`src/rtl/compass_pkg.sv`:
```
// compass_pkg: shared constants, state encoding and arctangent table for
// the heading_cordic block.
//   WORK_W      : signed working width of the CORDIC x/y datapath
//   MAX_ITERS   : number of entries in the arctangent table
//   FULL_CIRCLE : 360 degrees in 1/64-degree units
//   HALF_CIRCLE : 180 degrees in 1/64-degree units
//   state_t     : controller states
//   atan_lut()  : atan(2^-i) in 1/64-degree units
package compass_pkg;

    localparam int WORK_W    = 20;
    localparam int MAX_ITERS = 12;

    localparam logic [15:0] FULL_CIRCLE = 16'd23040;
    localparam logic [15:0] HALF_CIRCLE = 16'd11520;

    typedef enum logic [1:0] {
        ST_IDLE   = 2'd0,
        ST_PREROT = 2'd1,
        ST_ITER   = 2'd2,
        ST_ROUND  = 2'd3
    } state_t;

    function automatic logic [15:0] atan_lut(input logic [3:0] idx);
        logic [15:0] val;
        case (idx)
            4'd0:    val = 16'd2880;
            4'd1:    val = 16'd1700;
            4'd2:    val = 16'd898;
            4'd3:    val = 16'd456;
            4'd4:    val = 16'd229;
            4'd5:    val = 16'd115;
            4'd6:    val = 16'd57;
            4'd7:    val = 16'd29;
            4'd8:    val = 16'd14;
            4'd9:    val = 16'd7;
            4'd10:   val = 16'd4;
            4'd11:   val = 16'd2;
            default: val = 16'd0;
        endcase
        return val;
    endfunction

endpackage

```
`src/rtl/cordic_vector_step.sv`:
```
// cordic_vector_step: one combinational CORDIC micro-rotation in vectoring
// mode. Rotates (x, y) towards the +X axis and accumulates the rotated
// angle into z.
//   x_in, y_in : signed working-width vector
//   z_in       : angle accumulator, 1/64 degree, modulo 2^16
//   shift      : iteration index i (shift amount)
//   atan       : atan(2^-i) in 1/64 degree
//   x_out, y_out, z_out : rotated vector and updated angle
module cordic_vector_step
    import compass_pkg::*;
(
    input  logic signed [WORK_W-1:0] x_in,
    input  logic signed [WORK_W-1:0] y_in,
    input  logic        [15:0]       z_in,
    input  logic        [3:0]        shift,
    input  logic        [15:0]       atan,
    output logic signed [WORK_W-1:0] x_out,
    output logic signed [WORK_W-1:0] y_out,
    output logic        [15:0]       z_out
);

    logic signed [WORK_W-1:0] x_sh;
    logic signed [WORK_W-1:0] y_sh;

    assign x_sh = x_in >>> shift;
    assign y_sh = y_in >>> shift;

    // Both updates use the pre-rotation x and y.
    always_comb begin
        x_out = x_in;
        y_out = y_in;
        z_out = z_in;
        if (!y_in[WORK_W-1]) begin
            x_out = x_in + y_sh;
            y_out = y_in - x_sh;
            z_out = z_in + atan;
        end else begin
            x_out = x_in - y_sh;
            y_out = y_in + x_sh;
            z_out = z_in - atan;
        end
    end

endmodule

```
`src/rtl/heading_cordic.sv`:
```
// heading_cordic: converts raw magnetometer X/Y codes into a compass heading
// in whole degrees (0..359, counter-clockwise from +X) using an iterative
// vectoring CORDIC, one micro-rotation per clock.
//   iclk, rst       : clock; synchronous active-high reset
//   sample_valid    : one-cycle pulse, mag_x/mag_y valid
//   mag_x, mag_y    : raw offset-binary sensor codes
//   x_off, y_off    : signed hard-iron offsets (sensor counts)
//   heading         : last computed heading, held between updates
//   heading_valid   : one-cycle pulse when heading updates
//   busy            : computation in flight
//   overrun         : sticky, a pending sample was overwritten
module heading_cordic
    import compass_pkg::*;
#(
    parameter int          ITERS      = 12,
    parameter logic [15:0] ZERO_FIELD = 16'h8000
) (
    input  logic        iclk,
    input  logic        rst,
    input  logic        sample_valid,
    input  logic [15:0] mag_x,
    input  logic [15:0] mag_y,
    input  logic [15:0] x_off,
    input  logic [15:0] y_off,
    output logic [8:0]  heading,
    output logic        heading_valid,
    output logic        busy,
    output logic        overrun
);

    state_t                   state_reg;
    logic [3:0]               iter_reg;
    logic signed [WORK_W-1:0] x_reg;
    logic signed [WORK_W-1:0] y_reg;
    logic [15:0]              z_reg;
    logic [15:0]              raw_x_reg;
    logic [15:0]              raw_y_reg;
    logic                     pend_full_reg;
    logic [15:0]              pend_x_reg;
    logic [15:0]              pend_y_reg;
    logic [8:0]               heading_reg;
    logic                     heading_valid_reg;
    logic                     overrun_reg;

    // Offset correction; all terms widened to the working width so the
    // result cannot overflow.
    logic signed [WORK_W-1:0] x_corr;
    logic signed [WORK_W-1:0] y_corr;

    assign x_corr = $signed({4'b0000, raw_x_reg}) - $signed({4'b0000, ZERO_FIELD})
                  - $signed({{4{x_off[15]}}, x_off});
    assign y_corr = $signed({4'b0000, raw_y_reg}) - $signed({4'b0000, ZERO_FIELD})
                  - $signed({{4{y_off[15]}}, y_off});

    // Single shared micro-rotation stage.
    logic signed [WORK_W-1:0] x_step;
    logic signed [WORK_W-1:0] y_step;
    logic [15:0]              z_step;

    cordic_vector_step u_step (
        .x_in  (x_reg),
        .y_in  (y_reg),
        .z_in  (z_reg),
        .shift (iter_reg),
        .atan  (atan_lut(iter_reg)),
        .x_out (x_step),
        .y_out (y_step),
        .z_out (z_step)
    );

    // z never exceeds ~18000 or drops below ~-6400, so bit 15 set means a
    // negative angle; adding a full circle in 16-bit arithmetic wraps it
    // back into 0..23039.
    logic [15:0] z_mod;
    logic [8:0]  deg_round;
    logic [8:0]  heading_calc;

    assign z_mod        = z_reg[15] ? (z_reg + FULL_CIRCLE) : z_reg;
    assign deg_round    = 9'((z_mod + 16'd32) >> 6);
    assign heading_calc = (deg_round == 9'd360) ? 9'd0 : deg_round;

    always_ff @(posedge iclk) begin
        if (rst) begin
            state_reg         <= ST_IDLE;
            iter_reg          <= 4'd0;
            x_reg             <= '0;
            y_reg             <= '0;
            z_reg             <= 16'd0;
            raw_x_reg         <= 16'd0;
            raw_y_reg         <= 16'd0;
            pend_full_reg     <= 1'b0;
            pend_x_reg        <= 16'd0;
            pend_y_reg        <= 16'd0;
            heading_reg       <= 9'd0;
            heading_valid_reg <= 1'b0;
            overrun_reg       <= 1'b0;
        end else begin
            heading_valid_reg <= 1'b0;

            case (state_reg)
                ST_IDLE: begin
                    if (sample_valid) begin
                        // A fresh sample supersedes a waiting one.
                        raw_x_reg     <= mag_x;
                        raw_y_reg     <= mag_y;
                        pend_full_reg <= 1'b0;
                        if (pend_full_reg) begin
                            overrun_reg <= 1'b1;
                        end
                        state_reg     <= ST_PREROT;
                    end else if (pend_full_reg) begin
                        raw_x_reg     <= pend_x_reg;
                        raw_y_reg     <= pend_y_reg;
                        pend_full_reg <= 1'b0;
                        state_reg     <= ST_PREROT;
                    end
                end

                ST_PREROT: begin
                    iter_reg <= 4'd0;
                    if (x_corr == '0 && y_corr == '0) begin
                        x_reg     <= '0;
                        y_reg     <= '0;
                        z_reg     <= 16'd0;
                        state_reg <= ST_ROUND;
                    end else if (x_corr[WORK_W-1]) begin
                        // Fold the left half-plane onto the right one.
                        x_reg     <= -x_corr;
                        y_reg     <= -y_corr;
                        z_reg     <= HALF_CIRCLE;
                        state_reg <= ST_ITER;
                    end else begin
                        x_reg     <= x_corr;
                        y_reg     <= y_corr;
                        z_reg     <= 16'd0;
                        state_reg <= ST_ITER;
                    end
                end

                ST_ITER: begin
                    x_reg    <= x_step;
                    y_reg    <= y_step;
                    z_reg    <= z_step;
                    iter_reg <= iter_reg + 4'd1;
                    if (iter_reg == 4'(ITERS - 1)) begin
                        state_reg <= ST_ROUND;
                    end
                end

                ST_ROUND: begin
                    heading_reg       <= heading_calc;
                    heading_valid_reg <= 1'b1;
                    state_reg         <= ST_IDLE;
                end

                default: state_reg <= ST_IDLE;
            endcase

            // Samples arriving mid-computation (including the ROUND edge)
            // park in the one-entry slot; latest wins.
            if (sample_valid && state_reg != ST_IDLE) begin
                pend_x_reg    <= mag_x;
                pend_y_reg    <= mag_y;
                pend_full_reg <= 1'b1;
                if (pend_full_reg) begin
                    overrun_reg <= 1'b1;
                end
            end
        end
    end

    assign heading       = heading_reg;
    assign heading_valid = heading_valid_reg;
    assign busy          = (state_reg != ST_IDLE);
    assign overrun       = overrun_reg;

endmodule

```
`config.mk`:
```
export PLATFORM = sky130hd
export DESIGN_NAME = heading_cordic
export DESIGN_NICKNAME = d
export VERILOG_FILES = /design/src/rtl/compass_pkg.sv /design/src/rtl/cordic_vector_step.sv /design/src/rtl/heading_cordic.sv
export SDC_FILE = /design/constraint.sdc
export NUM_CORES = 1
export LEC_CHECK = 0
export CORE_AREA = 2 2 225 227
export DETAILED_ROUTE_END_ITERATION = 10
export DIE_AREA = 0 0 227 229
export PLACE_DENSITY = 0.49
export SYNTH_ARGS = -nofsm -noshare
export SYNTH_HDL_FRONTEND = slang
export SYNTH_SLANG_ARGS = --single-unit
```
`constraint.sdc`:
```
create_clock -name iclk -period 12.4 [get_ports iclk]
set_input_delay 1.24 -clock iclk [delete_from_list [all_inputs] [get_ports iclk]]
set_output_delay 1.24 -clock iclk [all_outputs]
set_load 0.05 [all_outputs]
```
==> impl_results.md, run 1 <==
- Status: completed
- Layout fillers: roughly 5300
- Layout cell share with drive strength beyond 1: ~7.6%
- Most frequent cells in the layout: nor2_1 (221), a21oi_1 (174), nand2_1 (163)
- Syn_nets: 2066
- ANT cells: 0
- Via count: 13600
- GRT Total Usage: 17.1%
- YS warnings: 0
- Measured slew at the worst slew-check pin: about 1100 ps
- Lkg Pwr: 6.33 nW
- CP endpoint kind: flip-flop
- Asr flop ratio synth: 0%
- Syn Area/Cell: 7.80 um^2
- Core ar.: 49700 um^2
- PortBufs: 78
- Fmax: around 170 MHz
- FF+latch count, synth: 150
- First-pass GRT wire length: 70900 um
- TritonRoute pass-1 iters: 7
- Period utilization: 47.7%
- Final setup fails: 0
- Worst Hold Class: flip-flop to flip-flop
- Post-route ant nets: 0
- Register area share after synthesis: 20.4%
- Worst path required time: 12740 ps
- Max FO, Critical Path: 49
- Initial DRC Count: 828
- Clk sink count: 150
- Rows: 82
- Initial core utilization: 29.7%
- Total CTS buffers: 17
- CTS tree: done
- Critical path data arrival time: 6250 ps
- Die height: about 230 um
- Synthesized instance count: approximately 1900
- Remaining Overflow, GRT: 0
- Area growth from synthesis to layout: 12.5%
- Most common cell after layout, fill and taps aside: nor2_1
- Worst-skew pair later-pin latency: 470 ps
- Worst-case clock buffer depth: 2
- Clock root cell: clkbuf_16
- Post-synthesis cell type count: 95
- Final Slew Violations: 0
- Primary FF master, synth: dfxtp_1
- Clock skew: 11.4 ps
- Post-route DRC: 0
- Slew headroom: 29.3%
- Die width: between 200 and 250 um
- Yosys top cell by area: dfxtp_1
- Critical Path Start Type: flip-flop
- Hpwl dp: 32900 um
- Vias per cell: 5.27
- Kind of critical path: flip-flop to flip-flop
- Post-CTS setup buffer count: 0
- Total I/O pin count: between 70 and 80
- RD Place Congestion: 0.880
- Hold-fix buffers at CTS: 0
- Post-synth top area share: 20.4%
- Min Tclk post-route: 5910 ps
- Vias in the first global route: between 10000 and 15000
- Synthesized cell area: 14700 um^2
- WL/cell: 17.2 um
- Die area: 52000 um^2
- Fin Hold WS: 453 ps
- Pin count of the biggest net entering global routing: 80
- Unrepaired setup endpoints after global routing: no
- Power Dens Cells: 270 nW/um^2
- Max-Cap Viols: 0
- Clk slew on worst S/H paths: ~70 ps
- Final Hold Fails: 0
- Htree depth: 4
- Peak VDD IR: 126 uV
- Area of the multi-input gates: 10900 um^2
- R2r setup slk: 6490 ps
- PostCTS Resize Cnt: 0
- Routed WL: 44200 um
- TNS Setup: 0 ps
- Synth area leaders: dfxtp_1 (20%), ha_1 (9.1%), a21oi_1 (5.9%)
- Number of synthesized flops with an enable pin: 0
- Final nets: 2073
- Initial antenna violation count: 0
- Reg area: between 3000 and 4000 um^2
## worst max-delay path: stages, from the launching register on
cell and delay, ps:
dfxtp_2 310, buf_4 530, inv_1 520, o21ai_0 500
nand2_1 100, o21a_1 150, ha_1 270, nand2_1 60
o21ai_0 140, fa_1 470, a21o_1 190, a211oi_1 260
nor2_1 110, o221a_2 320, o31a_1 270, o41ai_1 610
a21oi_1 160, a211oi_1 300, xor2_1 110, a2111oi_0 380
## synth_stat cells (33+ instances only)
library cell  instances
mux4_2               37
dfxtp_1             150
a21oi_1             174
inv_1                89
xor2_1               48
xnor2_1              88
ha_1                107
nand2_1             163
clkbuf_1             68
o21ai_0              76
nor2_1              223
mux2i_1              74
a211oi_1             66
nor2b_1              33
nor3_1               52
## layout make-up
| class | count | area share (%) |
|---|---|---|
| clock inverters | 13 | 0.755 |
| repair buffers | 93 | 5.35 |
| flip-flops and latches | 150 | 18.2 |
| inverters | 92 | 2.08 |
| clock buffers | 19 | 2.61 |
| multi-input cells | 1540 | 66.0 |
| well taps | 672 | 5.07 |
## cells by family (layout without fill, tap and decap cells)
| family | after synthesis | in the layout | synth area share (%) |
|---|---|---|---|
| xor+xnor | 137 | 137 | 8.20 |
| simple gates | 622 | 622 | 19.8 |
| compound gates | 547 | 547 | 24.8 |
| buf+inv | 197 | 217 | 5.48 |
| mux | 122 | 122 | 11.6 |
| flops | 150 | 150 | 20.4 |
| fa+ha+maj | 112 | 112 | 9.77 |
## power breakdown
part	internal (mW)	total (mW)	leakage, nW	switching [mW]
clock network	0.278	0.521	0.250	0.243
logic	1.33	3.20	4.85	1.87
registers	0.602	0.754	1.23	0.152
## final timing paths
kind / depth (start not counted) / startpoint / end
setup / recovery: 19 / iter_reg[0] / y_reg[18]
hold / removal: 2 / pend_x_reg[2] / pend_x_reg[2]
setup reg to reg: 19 / iter_reg[0] / y_reg[18]
hold reg to reg: 2 / pend_x_reg[2] / pend_x_reg[2]
## stage by stage
step                      instances  util, %  instance area [um^2]  power [mW]  setup slack (ps)
after floorplan                1887        -                 14700        3.18              7140
after global placement         2547     32.2                 16000        3.90              6720
after detailed placement       2547     32.2                 16000        3.92              6600
after CTS                      2579     33.4                 16600        4.48              6560
after global routing           2579     33.4                 16600        4.88              5990
final                          2579     33.4                 16600        4.47              6490
## layer usage
metal	global-route usage, %	wire (um)
met1	22.9	21000
met2	28.6	20900
met3	2.63	1640
met4	4.29	668
met5	0	0
Note: power is estimated with default switching activity, not from simulation.
==> inputs of run 2 (changes only) <==
--- a/config.mk
+++ b/config.mk
@@ -8,7 +8,7 @@
 export CORE_AREA = 2 2 225 227
 export DETAILED_ROUTE_END_ITERATION = 10
 export DIE_AREA = 0 0 227 229
-export PLACE_DENSITY = 0.49
+export PLACE_DENSITY = 0.51
 export SYNTH_ARGS = -nofsm -noshare
 export SYNTH_HDL_FRONTEND = slang
 export SYNTH_SLANG_ARGS = --single-unit
==> constraint.sdc (replaced) <==
create_clock -name iclk -period 5.2 [get_ports iclk]
set_input_delay 0.52 -clock iclk [delete_from_list [all_inputs] [get_ports iclk]]
set_output_delay 0.52 -clock iclk [all_outputs]
set_load 0.05 [all_outputs]
==> impl_results.md, run 2 (synthesized netlist as in run 1, its figures left out) <==
- Lkg Pwr: 6.69 nW (+5.7%)
- Die area: 52000 um^2 (unchanged)
- Fmax: 204 MHz (+21%)
- Pin count of the biggest net entering global routing: 70 (-13%)
- Crit Reg-Reg Startpoint: iter_reg[1]
- Routed wl met3: 2170 um (+32%)
- Area after DPL: 16500 um^2 (+2.8%)
- Clock skew: 13.9 ps (+2.46 ps)
- Worst-skew pair later-pin latency: 470 ps (about the same)
- Worst Hold Class: flip-flop to flip-flop
- RD Place Congestion: 0.896 (+1.8%)
- Most frequent cells in the layout: nor2_1 (221), a21oi_1 (174), nand2_1 (163)
- Vias in the first global route: 13500 (+2.5%)
- TritonRoute pass-1 iters: 6 (-1)
- Final nets: 2133 (+2.9%)
- Kind of critical path: flip-flop to flip-flop
- TNS Setup: 0 ps (unchanged)
- CP Launch Point: iter_reg[1]
- Setup ws final: 296 ps (-6190 ps)
- Slew headroom: 28.5% (-0.77 points)
- Initial DRC Count: 841 (+1.6%)
- Min Tclk post-route: 4900 ps (-1010 ps)
- Max FO, Critical Path: 19 (-61%)
- Layout fillers: 5325 (+0.32%)
- Worst-case clock buffer depth: 2 (unchanged)
- Remaining Overflow, GRT: 0 (unchanged)
- WL/cell: 17.3 um (+0.77%)
- Vias per cell: 5.32 (+1.1%)
- Critical path data arrival time: 5260 ps (-990 ps)
- Total I/O pin count: 79 (unchanged)
- Final Slew Violations: 0 (unchanged)
- Post-route DRC: 0 (unchanged)
- Fin Hold WS: 453 ps (-0.103 ps)
- Final setup fails: 0 (unchanged)
- Design Area, Final: 17100 um^2 (+3.5%)
- Fin cells: 2639 (+2.3%)
- Worst Hold Launch: pend_y_reg[8]
- End-of-flow core utilization: 34.5% (+1.2 points)
- Routed WL: 45600 um (+3.1%)
- Dpl ws: 117 ps (-6480 ps)
- Post-route ant nets: 0 (unchanged)
- Die width: 227 um (unchanged)
- Area growth from synthesis to layout: 16.5%
- Wl on met1: 21600 um (+2.7%)
- Final Hold Fails: 0 (unchanged)
- Clk sink count: 150 (unchanged)
- CTS tree: done
- Clk slew on worst S/H paths: 80 ps (about the same)
- PortBufs: 78 (unchanged)
- Period utilization: 94.3% (+47 points)
- Worst path required time: 5550 ps (-7190 ps)
- Rows: 82 (unchanged)
- GRT Total Usage: 17.8% (+0.73 points)
- Max layer used: met5
- Unrepaired setup endpoints after global routing: no
- Via count: 14100 (+3.4%)
- Measured slew at the worst slew-check pin: 1070 ps (+11.5 ps)
- Post-route total power: 11.2 mW (+150%)
- Total CTS buffers: 17 (unchanged)
- Peak VDD IR: 325 uV (+160%)
- Htree depth: 4 (unchanged)
- Hold-fix buffers at CTS: 0 (unchanged)
- Die height: 229 um (unchanged)
- Power Dens Cells: 654 nW/um^2 (+140%)
- Max-Cap Viols: 0 (unchanged)
- Initial antenna violation count: 1 (+1)
- Status: completed
- First-pass GRT wire length: 73800 um (+4.1%)
- Routed wl met2: 20600 um (-1.5%)
- Most common cell after layout, fill and taps aside: nor2_1
- Clock root cell: clkbuf_16
- Core ar.: 49700 um^2 (unchanged)
- Placed Instances: 2604 (+2.2%)
- Hpwl dp: 34800 um (+5.6%)
- CP endpoint kind: flip-flop
- Initial core utilization: 29.7% (unchanged)
- ANT cells: 0 (unchanged)
- Critical Path Start Type: flip-flop
- Layout cell share with drive strength beyond 1: 10.7% (+3.1 points)
-- run 2: changes by cell type in the layout (fill, tap and decap cells not counted), moves of 2 or more --
cell,change
clkinvlp_4,-4
dfxtp_4,+3
buf_12,+2
clkbuf_8,+2
buf_6,+2
a2111oi_0,-2
dfxtp_2,-3
buf_4,+56
bufinv_16,+2
-- run 2: worst paths after layout --
check | end | slack (ps) | cells past startpoint
max | y_reg[18] | 300 | 19
min | pend_y_reg[8] | 450 | 2
min reg2reg | pend_y_reg[8] | 450 | 2
max reg2reg | y_reg[18] | 300 | 19
-- run 2: area by class of cell --
type                            count  area [um^2]  share of cell area, %
Multi-Input combinational cell   1540        10900                   63.9
Sequential cell                   150         3020                   17.6
Timing Repair Buffer              153         1370                   7.98
Tap cell                          672          841                   4.90
Clock buffer                       20          457                   2.66
Inverter                           92          349                   2.04
Clock inverter                     12          165                  0.963
-- run 2: what timing repair did --
action,CTS,global route
resized for setup,0,12
setup buffers,0,3
endpoints found under the setup margin,0,10
-- run 2: critical path, stage by stage, from the launching register on --
cell and delay (ps):
dfxtp_4 470, buf_6 240, mux4_2 530, nand2_1 100
a21boi_1 180, buf_4 150, a32o_1 190, and4b_1 220
a21oi_1 90, xnor2_1 300, ha_1 310, a21oi_1 190
nand2_1 70, o221a_2 280, o31a_1 270, o41ai_2 270
a21oi_1 120, a211oi_1 280, xor2_1 110, a2111oi_1 390
-- run 2: per-layer routing --
metal	global-route usage (%)	vias up
li1	-	7022
met1	24.1	6642
met2	28.3	324
met3	3.31	62
met4	6.35	2
met5	0	-
-- run 2: power breakdown --
group          internal (mW)  leakage (nW)  switching (mW)  total [mW]
Combinational           3.44          5.16            4.68        8.12
Sequential              1.44          1.23           0.284        1.72
Clock                  0.788         0.300           0.577        1.36
Total                   5.67          6.69            5.54        11.2
